[src/rtl/bm_pkg.sv]
// Shared types and helpers for the block-minifloat renormalisation sequencer.
//   state_t   : sequencer states
//   PS_W      : width of the signed shared pre-shift
//   EMAX_DEF  : default maximum biased exponent of the target minifloat
//   lane_mag  : two's-complement magnitude of a sign-extended lane
package bm_pkg;

   typedef enum logic [1:0] {
      IDLE  = 2'd0,
      FILL  = 2'd1,
      CALC  = 2'd2,
      DRAIN = 2'd3
   } state_t;

   localparam int PS_W     = 8;
   localparam int EMAX_DEF = 3;

   // Lanes are sign-extended to MAG_W before the call so one function serves
   // any lane width below MAG_W; the caller truncates back to its lane width.
   // The most negative lane value maps onto itself after truncation.
   localparam int MAG_W = 64;

   function automatic logic [MAG_W-1:0] lane_mag(input logic [MAG_W-1:0] x);
      return x[MAG_W-1] ? (~x + MAG_W'(1)) : x;
   endfunction

endpackage

[src/rtl/count_leading_zeros.sv]
// Leading-zero counter.
//   din : value to scan, MSB first
//   clz : number of zero bits above the most significant one (WIDTH if din==0)
module count_leading_zeros #(
   parameter int WIDTH = 16,
   localparam int CLZ_W = $clog2(WIDTH + 1)
) (
   input  logic [WIDTH-1:0] din,
   output logic [CLZ_W-1:0] clz
);

   logic found;

   always_comb begin
      clz   = CLZ_W'(WIDTH);
      found = 1'b0;
      for (int i = WIDTH - 1; i >= 0; i--) begin
         if (!found && din[i]) begin
            clz   = CLZ_W'(WIDTH - 1 - i);
            found = 1'b1;
         end
      end
   end

endmodule

[src/rtl/bm_block_sched.sv]
// Block-minifloat renormalisation sequencer. Admits one block of fixed-point
// lane vectors into an external block buffer while OR-ing lane magnitudes into
// a block mask, derives the shared pre-shift from the mask, then reads the
// block back out to the converter bank under that single pre-shift.
//
// Ports:
//   clk, rst_n        clock, asynchronous active-low reset
//   cfg_len           beats per block, sampled on the first beat of a block
//   up_vld/up_rdy     input beat handshake, up_dat = NUM_LANE lanes
//   buf_wr_en/addr    buffer write side (buffer stores up_dat)
//   buf_rd_en/addr    buffer read side (data valid the cycle after rd_en)
//   dn_vld/dn_rdy     output beat handshake, dn_last marks the final beat
//   current_ps        signed shared pre-shift, stable from CALC to block end
//   busy              high whenever not IDLE
//
// Build option BM_PERF_CNT_EN adds perf_blk_cnt (completed blocks) and
// perf_stall_cnt (DRAIN back-pressure cycles plus FILL input bubbles).
//
// state | meaning
// IDLE  | waiting for first beat of a block; latches length
// FILL  | accepting remaining beats, accumulating magnitude mask
// CALC  | one cycle: register pre-shift from mask leading zeros
// DRAIN | reading buffer to converters until the last beat is taken
module bm_block_sched
   import bm_pkg::*;
#(
   parameter int DATA_WIDTH = 16,
   parameter int NUM_LANE   = 8,
   parameter int MAX_BLOCK  = 64,
   parameter int EMAX       = EMAX_DEF,
   localparam int ADDR_W    = $clog2(MAX_BLOCK)
) (
   input  logic                           clk,
   input  logic                           rst_n,
   input  logic [15:0]                    cfg_len,
   input  logic                           up_vld,
   output logic                           up_rdy,
   input  logic [NUM_LANE*DATA_WIDTH-1:0] up_dat,
   output logic                           buf_wr_en,
   output logic [ADDR_W-1:0]              buf_wr_addr,
   output logic                           buf_rd_en,
   output logic [ADDR_W-1:0]              buf_rd_addr,
   output logic                           dn_vld,
   input  logic                           dn_rdy,
   output logic                           dn_last,
   output logic signed [PS_W-1:0]         current_ps,
   output logic                           busy
`ifdef BM_PERF_CNT_EN
   ,
   output logic [31:0]                    perf_blk_cnt,
   output logic [31:0]                    perf_stall_cnt
`endif
);

   // One extra bit so counters and length can hold MAX_BLOCK itself.
   localparam int CNT_W = ADDR_W + 1;
   localparam int CLZ_W = $clog2(DATA_WIDTH + 1);

   state_t state, state_nxt;

   logic [CNT_W-1:0]      len_q, len_in, wr_cnt, rd_cnt;
   logic [DATA_WIDTH-1:0] mask, beat_mag_or;
   logic [CLZ_W-1:0]      mask_clz;
   logic [31:0]           ps_full;
   logic                  accept, last_out;

   assign accept      = up_vld & up_rdy;
   assign last_out    = dn_vld & dn_rdy & dn_last;
   assign buf_wr_en   = accept;
   assign buf_wr_addr = wr_cnt[ADDR_W-1:0];
   assign buf_rd_addr = rd_cnt[ADDR_W-1:0];

   always_comb begin
      if (cfg_len == '0)
         len_in = CNT_W'(1);
      else if (cfg_len > 16'(MAX_BLOCK))
         len_in = CNT_W'(MAX_BLOCK);
      else
         len_in = cfg_len[CNT_W-1:0];
   end

   always_comb begin
      beat_mag_or = '0;
      for (int j = 0; j < NUM_LANE; j++) begin
         beat_mag_or = beat_mag_or | DATA_WIDTH'(lane_mag(
            {{(MAG_W-DATA_WIDTH){up_dat[j*DATA_WIDTH+DATA_WIDTH-1]}},
             up_dat[j*DATA_WIDTH +: DATA_WIDTH]}));
      end
   end

   count_leading_zeros #(.WIDTH(DATA_WIDTH)) u_clz (
      .din (mask),
      .clz (mask_clz)
   );

   // shift - EMAX - 1 with shift = DATA_WIDTH - clz; modular 32-bit math,
   // low PS_W bits give the signed result.
   assign ps_full = 32'(DATA_WIDTH) - 32'(mask_clz) - 32'(EMAX) - 32'd1;

   always_ff @(posedge clk or negedge rst_n) begin
      if (!rst_n) state <= IDLE;
      else        state <= state_nxt;
   end

   always_comb begin
      state_nxt = state;
      up_rdy    = 1'b0;
      buf_rd_en = 1'b0;
      busy      = (state != IDLE);
      case (state)
         IDLE: begin
            up_rdy = 1'b1;
            if (up_vld)
               state_nxt = (len_in == CNT_W'(1)) ? CALC : FILL;
         end
         FILL: begin
            up_rdy = 1'b1;
            if (up_vld && (wr_cnt == len_q - CNT_W'(1)))
               state_nxt = CALC;
         end
         CALC: state_nxt = DRAIN;
         DRAIN: begin
            buf_rd_en = (rd_cnt < len_q) && (!dn_vld || dn_rdy);
            if (last_out)
               state_nxt = IDLE;
         end
         default: state_nxt = IDLE;
      endcase
   end

   always_ff @(posedge clk or negedge rst_n) begin
      if (!rst_n) begin
         len_q      <= '0;
         wr_cnt     <= '0;
         rd_cnt     <= '0;
         mask       <= '0;
         current_ps <= '0;
         dn_vld     <= 1'b0;
         dn_last    <= 1'b0;
      end else begin
         case (state)
            IDLE: begin
               if (accept) begin
                  len_q  <= len_in;
                  mask   <= beat_mag_or;
                  wr_cnt <= CNT_W'(1);
               end
            end
            FILL: begin
               if (accept) begin
                  mask   <= mask | beat_mag_or;
                  wr_cnt <= wr_cnt + CNT_W'(1);
               end
            end
            CALC: begin
               current_ps <= ps_full[PS_W-1:0];
               rd_cnt     <= '0;
            end
            DRAIN: begin
               if (buf_rd_en) begin
                  rd_cnt  <= rd_cnt + CNT_W'(1);
                  dn_vld  <= 1'b1;
                  dn_last <= (rd_cnt == len_q - CNT_W'(1));
               end else if (dn_rdy) begin
                  dn_vld  <= 1'b0;
                  dn_last <= 1'b0;
               end
               if (last_out) begin
                  mask   <= '0;
                  rd_cnt <= '0;
                  wr_cnt <= '0;
               end
            end
            default: ;
         endcase
      end
   end

`ifdef BM_PERF_CNT_EN
   always_ff @(posedge clk or negedge rst_n) begin
      if (!rst_n) begin
         perf_blk_cnt   <= '0;
         perf_stall_cnt <= '0;
      end else begin
         if (last_out)
            perf_blk_cnt <= perf_blk_cnt + 32'd1;
         if ((state == DRAIN && dn_vld && !dn_rdy) || (state == FILL && !up_vld))
            perf_stall_cnt <= perf_stall_cnt + 32'd1;
      end
   end
`endif

endmodule

[config.mk]
export PLATFORM = sky130hd
export DESIGN_NAME = bm_block_sched
export DESIGN_NICKNAME = d
export VERILOG_FILES = /design/src/rtl/bm_pkg.sv /design/src/rtl/count_leading_zeros.sv /design/src/rtl/bm_block_sched.sv
export SDC_FILE = /design/constraint.sdc
export NUM_CORES = 1
export LEC_CHECK = 0
export ABC_AREA = 0
export BUFFER_PORTS_ARGS = -buffer_cell sky130_fd_sc_hd__buf_2
export CORE_MARGIN = 2
export CORE_UTILIZATION = 55
export DETAILED_ROUTE_END_ITERATION = 16
export PLACE_DENSITY = 0.8
export SLEW_MARGIN = 20
export SYNTH_ARGS = -nofsm -noshare
export SYNTH_HDL_FRONTEND = slang
export SYNTH_SLANG_ARGS = --single-unit
[constraint.sdc]
create_clock -name clk -period 3 [get_ports clk]
set_input_delay 0.6 -clock clk [delete_from_list [all_inputs] [get_ports clk]]
set_output_delay 0.6 -clock clk [all_outputs]
set_load 0.01 [all_outputs]
==> impl_metrics.ini, run 1 <==
[cells_and_area]
area_growth_pct = 18.49
antenna_cells = 0
nFillCells = 1041
drive_gt1_frac = 0.2325
postLayoutCoreUtil = 0.6649
nNetsFinal = 1169
final_common_cell = buf_2
final_cell_mix = 173 x buf_2, 58 x inv_1, 58 x nand2_1

[worst_setup_path]
crit_fanout = 8
cp_slowest_cell = dfrtp_1
crit_required_ns = 2.40
critPathBufInv = 3
crit_path_max_incr_delay_ns = 0.50
cp.depth = 8
start_kind = register
reg2reg_depth = 8
cp_cell_sequence = inv_1 -> ha_1 -> a21oi_1 -> a21boi_1 -> o31ai_1 -> nand3_1 -> inv_1 -> buf_2
reg2reg_from = len_q[0]
cp_common_cell = inv_1
reg2reg_slack_ns = 0.50
crit_family = compound AO/OA/AOI/OAI gates
r2r-end = state[1]
crit_type = reg2out
crit_path_start = len_q[3]
crit_arrival_ns = 2.16
worstSetupEndpointType = output pin

[global_routing]
met3_usage = 0.04736
grt_max_degree = 23
gr-total-overflow = 0
grtUsageMet2 = 0.6040
grt_pass1_vias = 6863
grt_use_total = 0.3580
globalRouteMet1Util = 0.4698
antenna_found_initial = 0
top_usage_layer = met2
grt_pass1_wl_mm = 36.05

[power_and_ir_drop]
leakagePower_nw = 3.248
power_density_mw_per_mm2 = 494.7
finalPower_mw = 3.740
peakVddDrop_mv = 0.4320

[clock_network]
postCtsSetupBuffers = 0
clock_latency_ns = 0.30
htree_levels = 2
ctsHoldBuffers = 0
cts_tree = done
clock-root-buffer = clkbuf_16
numClockSinks = 49
clk_path_buf_depth = 2
cts_buffers = 5
clk_pin_slew_worst_paths_ns = 0.07
cts_resized = 0

[flow_run]
maxCapViolCount = 0

[yosys]
seq_area_frac_synth = 0.1922
synth_enable_flop_cells = 0
synth_cell_type_count = 74
synth-seq-cells = 49
syn_area_mm2 = 0.006380
syn_inst = 842
synth_warnings = 0
synth_nets = 1014
syn_avg_cell_area_um2 = 7.577
synth-async-reset-ratio = 1.000
yosys_most_used_dff = dfrtp_1

[drt]
first_iter_violations = 727
wl_mm = 22.78
via_count = 7498
postRouteAntennaNets = 0
via_per_inst = 6.571
firstDrtPassIters = 5
drc = 0
wl_per_cell_um = 19.97

[floorplan]
die_x_um = 111.7
core_region_area_mm2 = 0.01137
die_area_mm2 = 0.01248
die_h_um = 111.7
start_util = 0.5611
rows = 39
io_pins = 174

[run_status]
outcome = complete, no violations

[sta]
finClkSkew_ns = 0.01126
period_minus_slack_ns = 2.761
setup_slack_ns = 0.2386
rsz0062_at_grt = false
tightest_slew_ns = 0.7733
setup_violations = 0
fmax_mhz = 362.1
period_share = 0.9205
finalSetupTns_ns = 0
report.final.slew_viol_count = 0
slew_headroom = 0.4826
hold_violations = 0

[place]
gp_congestion = 1.045
dp_hpwl_mm = 18.87
dp_slack_ns = 0.1638
portBuffers = 173

[worst_hold_path]
hold_class = in2async
power by group:
| part | total (mW) | switching [mW] | internal, mW |
|---|---|---|---|
| Sequential | 1.10 | 0.239 | 0.863 |
| Clock | 0.662 | 0.266 | 0.395 |
| Combinational | 1.98 | 1.20 | 0.778 |
metal layers:
layer	routed length, µm	vias to the layer above	share of wire
met1	9233	3528	0.41
met5	0	-	0
li1	-	3481	-
met4	729	0	0.032
met2	10710	443	0.47
met3	2113	46	0.093
metrics by stage:
step                      instances  hold slack (ns)  area, µm²
final                          1141           0.1729       7560
after global placement         1133           0.4646       7388
after CTS                      1141           0.1860       7560
after floorplan                 842           0.3044       6380
after detailed placement       1133           0.4750       7388
after global routing           1141           0.1949       7560
worst register-to-register path, cell delays in order (launching register included):
cell	delay, ns
dfrtp_1	0.45
inv_1	0.08
ha_1	0.31
or3b_2	0.54
nor3_1	0.19
xnor2_1	0.20
xnor2_1	0.10
a32oi_1	0.33
mux2i_1	0.23
area by class of cell:
cell class	count	area [µm²]	share of cell area
inverters	59	221.5	0.02929
flip-flops and latches	49	1226	0.1622
clock inverters	3	46.29	0.006124
multi-input cells	681	4686	0.6198
well taps	143	178.9	0.02367
clock buffers	5	125.1	0.01655
repair buffers	201	1076	0.1423
cells in the mapped netlist (all sizes together) (4+ instances only):
master | instances | share of area
inv | 58 | 0.034
buf | 18 | 0.018
dfrtp | 49 | 0.19
nor4 | 37 | 0.037
nand3 | 21 | 0.016
nand2 | 58 | 0.034
nor2 | 51 | 0.030
o311ai | 5 | 0.0069
nand2b | 11 | 0.011
a21boi | 4 | 0.0047
a211oi | 5 | 0.0059
o311a | 6 | 0.0094
or3 | 14 | 0.015
or4 | 29 | 0.035
o221ai | 4 | 0.0055
or3b | 9 | 0.012
nand4 | 19 | 0.019
a21oi | 26 | 0.020
mux2 | 4 | 0.0071
o2111ai | 6 | 0.0082
and3 | 8 | 0.0078
mux2i | 23 | 0.036
a22o | 17 | 0.023
a221oi | 5 | 0.0078
ha | 24 | 0.047
clkbuf | 35 | 0.021
or2 | 4 | 0.0039
nand3b | 4 | 0.0047
a2111oi | 8 | 0.012
xor2 | 35 | 0.048
o41ai | 8 | 0.011
o31ai | 25 | 0.029
xnor2 | 40 | 0.055
nor2b | 31 | 0.030
o21ai | 49 | 0.038
a31oi | 8 | 0.0078
a21o | 6 | 0.0071
nor3 | 33 | 0.026
kinds of logic (layout without fill, tap and decap cells):
family | count (synthesis) | in the layout | share of synthesized area
multiplexers | 27 | 27 | 0.04315
XOR/XNOR | 75 | 75 | 0.1030
flip-flops | 49 | 49 | 0.1922
adder cells (fa/ha/maj) | 24 | 24 | 0.04707
AO/OA/AOI/OAI | 215 | 215 | 0.2430
AND/OR/NAND/NOR | 340 | 340 | 0.2983
buffers and inverters | 112 | 268 | 0.07335
worst max path at each step:
stage	end	slack, ns
final	buf_rd_en	0.24
after floorplan	mask[10]	0.49
after global routing	buf_rd_en	0.02
after detailed placement	mask[14]	0.16
after CTS	buf_rd_en	0.29
after global placement	mask[14]	0.21
flip-flops by register name, summed over array words and instances, names as in the netlist:
signal and count:
current_ps 8, dn_last 1, dn_vld 1, len_q 7
mask 16, rd_cnt 7, state 2, wr_cnt 7
Note: power is estimated with default switching activity, not from simulation.
==> run 2: changes to the inputs <==
Settings changed: GPL_TIMING_DRIVEN from default to 0.
==> impl_metrics.ini, run 2 (synthesized netlist as in run 1, its figures left out) <==
[floorplan]
core_region_area_mm2 = 0.01137
rows = 39
die_h_um = 111.7
die_area_mm2 = 0.01248
start_util = 0.5611
die_x_um = 111.7
io_pins = 174

[worst_setup_path]
crit_type = reg2out
crit_path_max_incr_delay_ns = 0.46
worstSetupEndpointType = output pin
start_kind = register
crit_required_ns = 2.40
cp_slowest_cell = dfrtp_1
crit_fanout = 6
cp_cell_sequence = ha_1 -> nor2b_1 -> o211ai_1 -> a21boi_1 -> o31ai_1 -> nand3_1 -> inv_1 -> buf_2
crit_arrival_ns = 2.19

[cells_and_area]
fin_area_mm2 = 0.007562
drive_gt1_frac = 0.2127
reg_top3 = mask x16, current_ps x8
final_cell_mix = 172 x buf_2, 58 x inv_1, 58 x nand2_1
largest_reg_flops = 16
area_growth_pct = 18.53
final_common_cell = buf_2
nNetsFinal = 1191
regMostFlops = mask
antenna_cells = 0

[place]
dp_hpwl_mm = 19.02
gp_congestion = 1.007
portBuffers = 171
place_area_mm2 = 0.007415

[clock_network]
clk_pin_slew_worst_paths_ns = 0.07
ctsHoldBuffers = 0
clock_latency_ns = 0.30
cts_buffers = 5
htree_levels = 2
clk_path_buf_depth = 2
cts_tree = done
numClockSinks = 49
clock-root-buffer = clkbuf_16

[power_and_ir_drop]
power.share.switching = 0.4710
intPower_mw = 1.962
pwr-share-clk = 0.154
leakagePower_nw = 3.203
peakVddDrop_mv = 0.4831
p_switching_mw = 1.747
p_seq_frac = 0.298
power_density_mw_per_mm2 = 490.4
combinationalPowerShare = 0.549

[worst_hold_path]
hold_class = in2async

[sta]
tightest_slew_ns = 0.8057
period_minus_slack_ns = 2.789
whs_ns = 0.3038
slew_headroom = 0.4579
rsz0062_at_grt = false
finClkSkew_ns = 0.005502
setup_violations = 0
report.final.slew_viol_count = 0
fmax_mhz = 358.6
hold_violations = 0
period_share = 0.9296

[drt]
via_count = 7467
via_per_inst = 6.420
firstDrtPassIters = 5
wl_mm = 23.02
first_iter_violations = 781
postRouteAntennaNets = 0
wl_per_cell_um = 19.79
drc = 0

[global_routing]
grt_pass1_vias = 6960
gr-total-overflow = 0
grt_use_total = 0.3601
grt_pass1_wl_mm = 36.02
antenna_found_initial = 0
grt_max_degree = 50

[flow_run]
maxCapViolCount = 0

[run_status]
outcome = complete, no violations
==> run 2: cell type report <==
cell class,instances,area (µm²)
plain buffers,51,240.2
clock buffers,6,128.9
clock inverters,2,15.01
fillers,1055,3807
inverters,59,221.5
multi-input cells,681,4686
flip-flops and latches,49,1226
well taps,143,178.9
repair buffers,172,865.8
==> run 2: path summary, 6_finish.rpt <==
kind / end / slack (ns) / cells past startpoint / start
worst max-delay path: buf_rd_en / 0.21 / 8 / rd_cnt[1]
worst min-delay path: len_q[2] / 0.30 / 1 / rst_n
worst max register to register: mask[12] / 0.27 / 8 / state[1]
worst min register to register: len_q[6] / 0.50 / 2 / len_q[6]
max in group asynchronous: current_ps[3] / 2.25 / 1 / rst_n
min in group clk: len_q[6] / 0.50 / 2 / len_q[6]
==> run 2: worst max-delay path, delay by kind of cell (launching register included) <==
kind	cells	cell delay, ns
DFF	1	0.46
AOI/OAI and AO/OA	3	0.59
adders and majority gates	1	0.32
buffers and inverters	2	0.20
and+or+nand+nor	2	0.32
==> run 2: what timing repair did <==
item                                    in CTS  in global routing
buffers inserted                             0                  1
resized for setup                            0                  1
endpoints found under the setup margin       0                  9
hold endpoints to repair                     0                  0
==> run 2: per-layer routing <==
metal  share of wire  global-route usage
met5               0                   0
met4           0.039              0.1366
met3           0.096             0.06097
met2            0.47              0.6125
met1            0.40              0.4579
==> run 2: power by group through the flow <==
| stage | clock network [mW] | registers [mW] | logic [mW] |
|---|---|---|---|
| after floorplan | 0 | 1.06 | 1.26 |
| after global placement | 0 | 1.10 | 1.95 |
| after detailed placement | 0 | 1.11 | 1.98 |
| after CTS | 0.581 | 1.10 | 1.99 |
| after global routing | 0.596 | 1.13 | 2.23 |
| final | 0.570 | 1.10 | 2.03 |
==> run 2: stage by stage <==
stage | power (mW) | worst slack [ns] | TNS, ns | instances | util
2_1_floorplan | 2.319 | 0.4932 | 0 | 842 | -
3_3_place_gp | 3.051 | -0.02591 | -0.03892 | 1156 | 0.6521
3_5_place_dp | 3.090 | -0.003703 | -0.003703 | 1156 | 0.6521
4_1_cts | 3.667 | 0.08838 | 0 | 1164 | 0.6648
5_1_grt | 3.961 | 0.008543 | 0 | 1163 | 0.6651
6_report | 3.709 | 0.2112 | 0 | 1163 | 0.6651
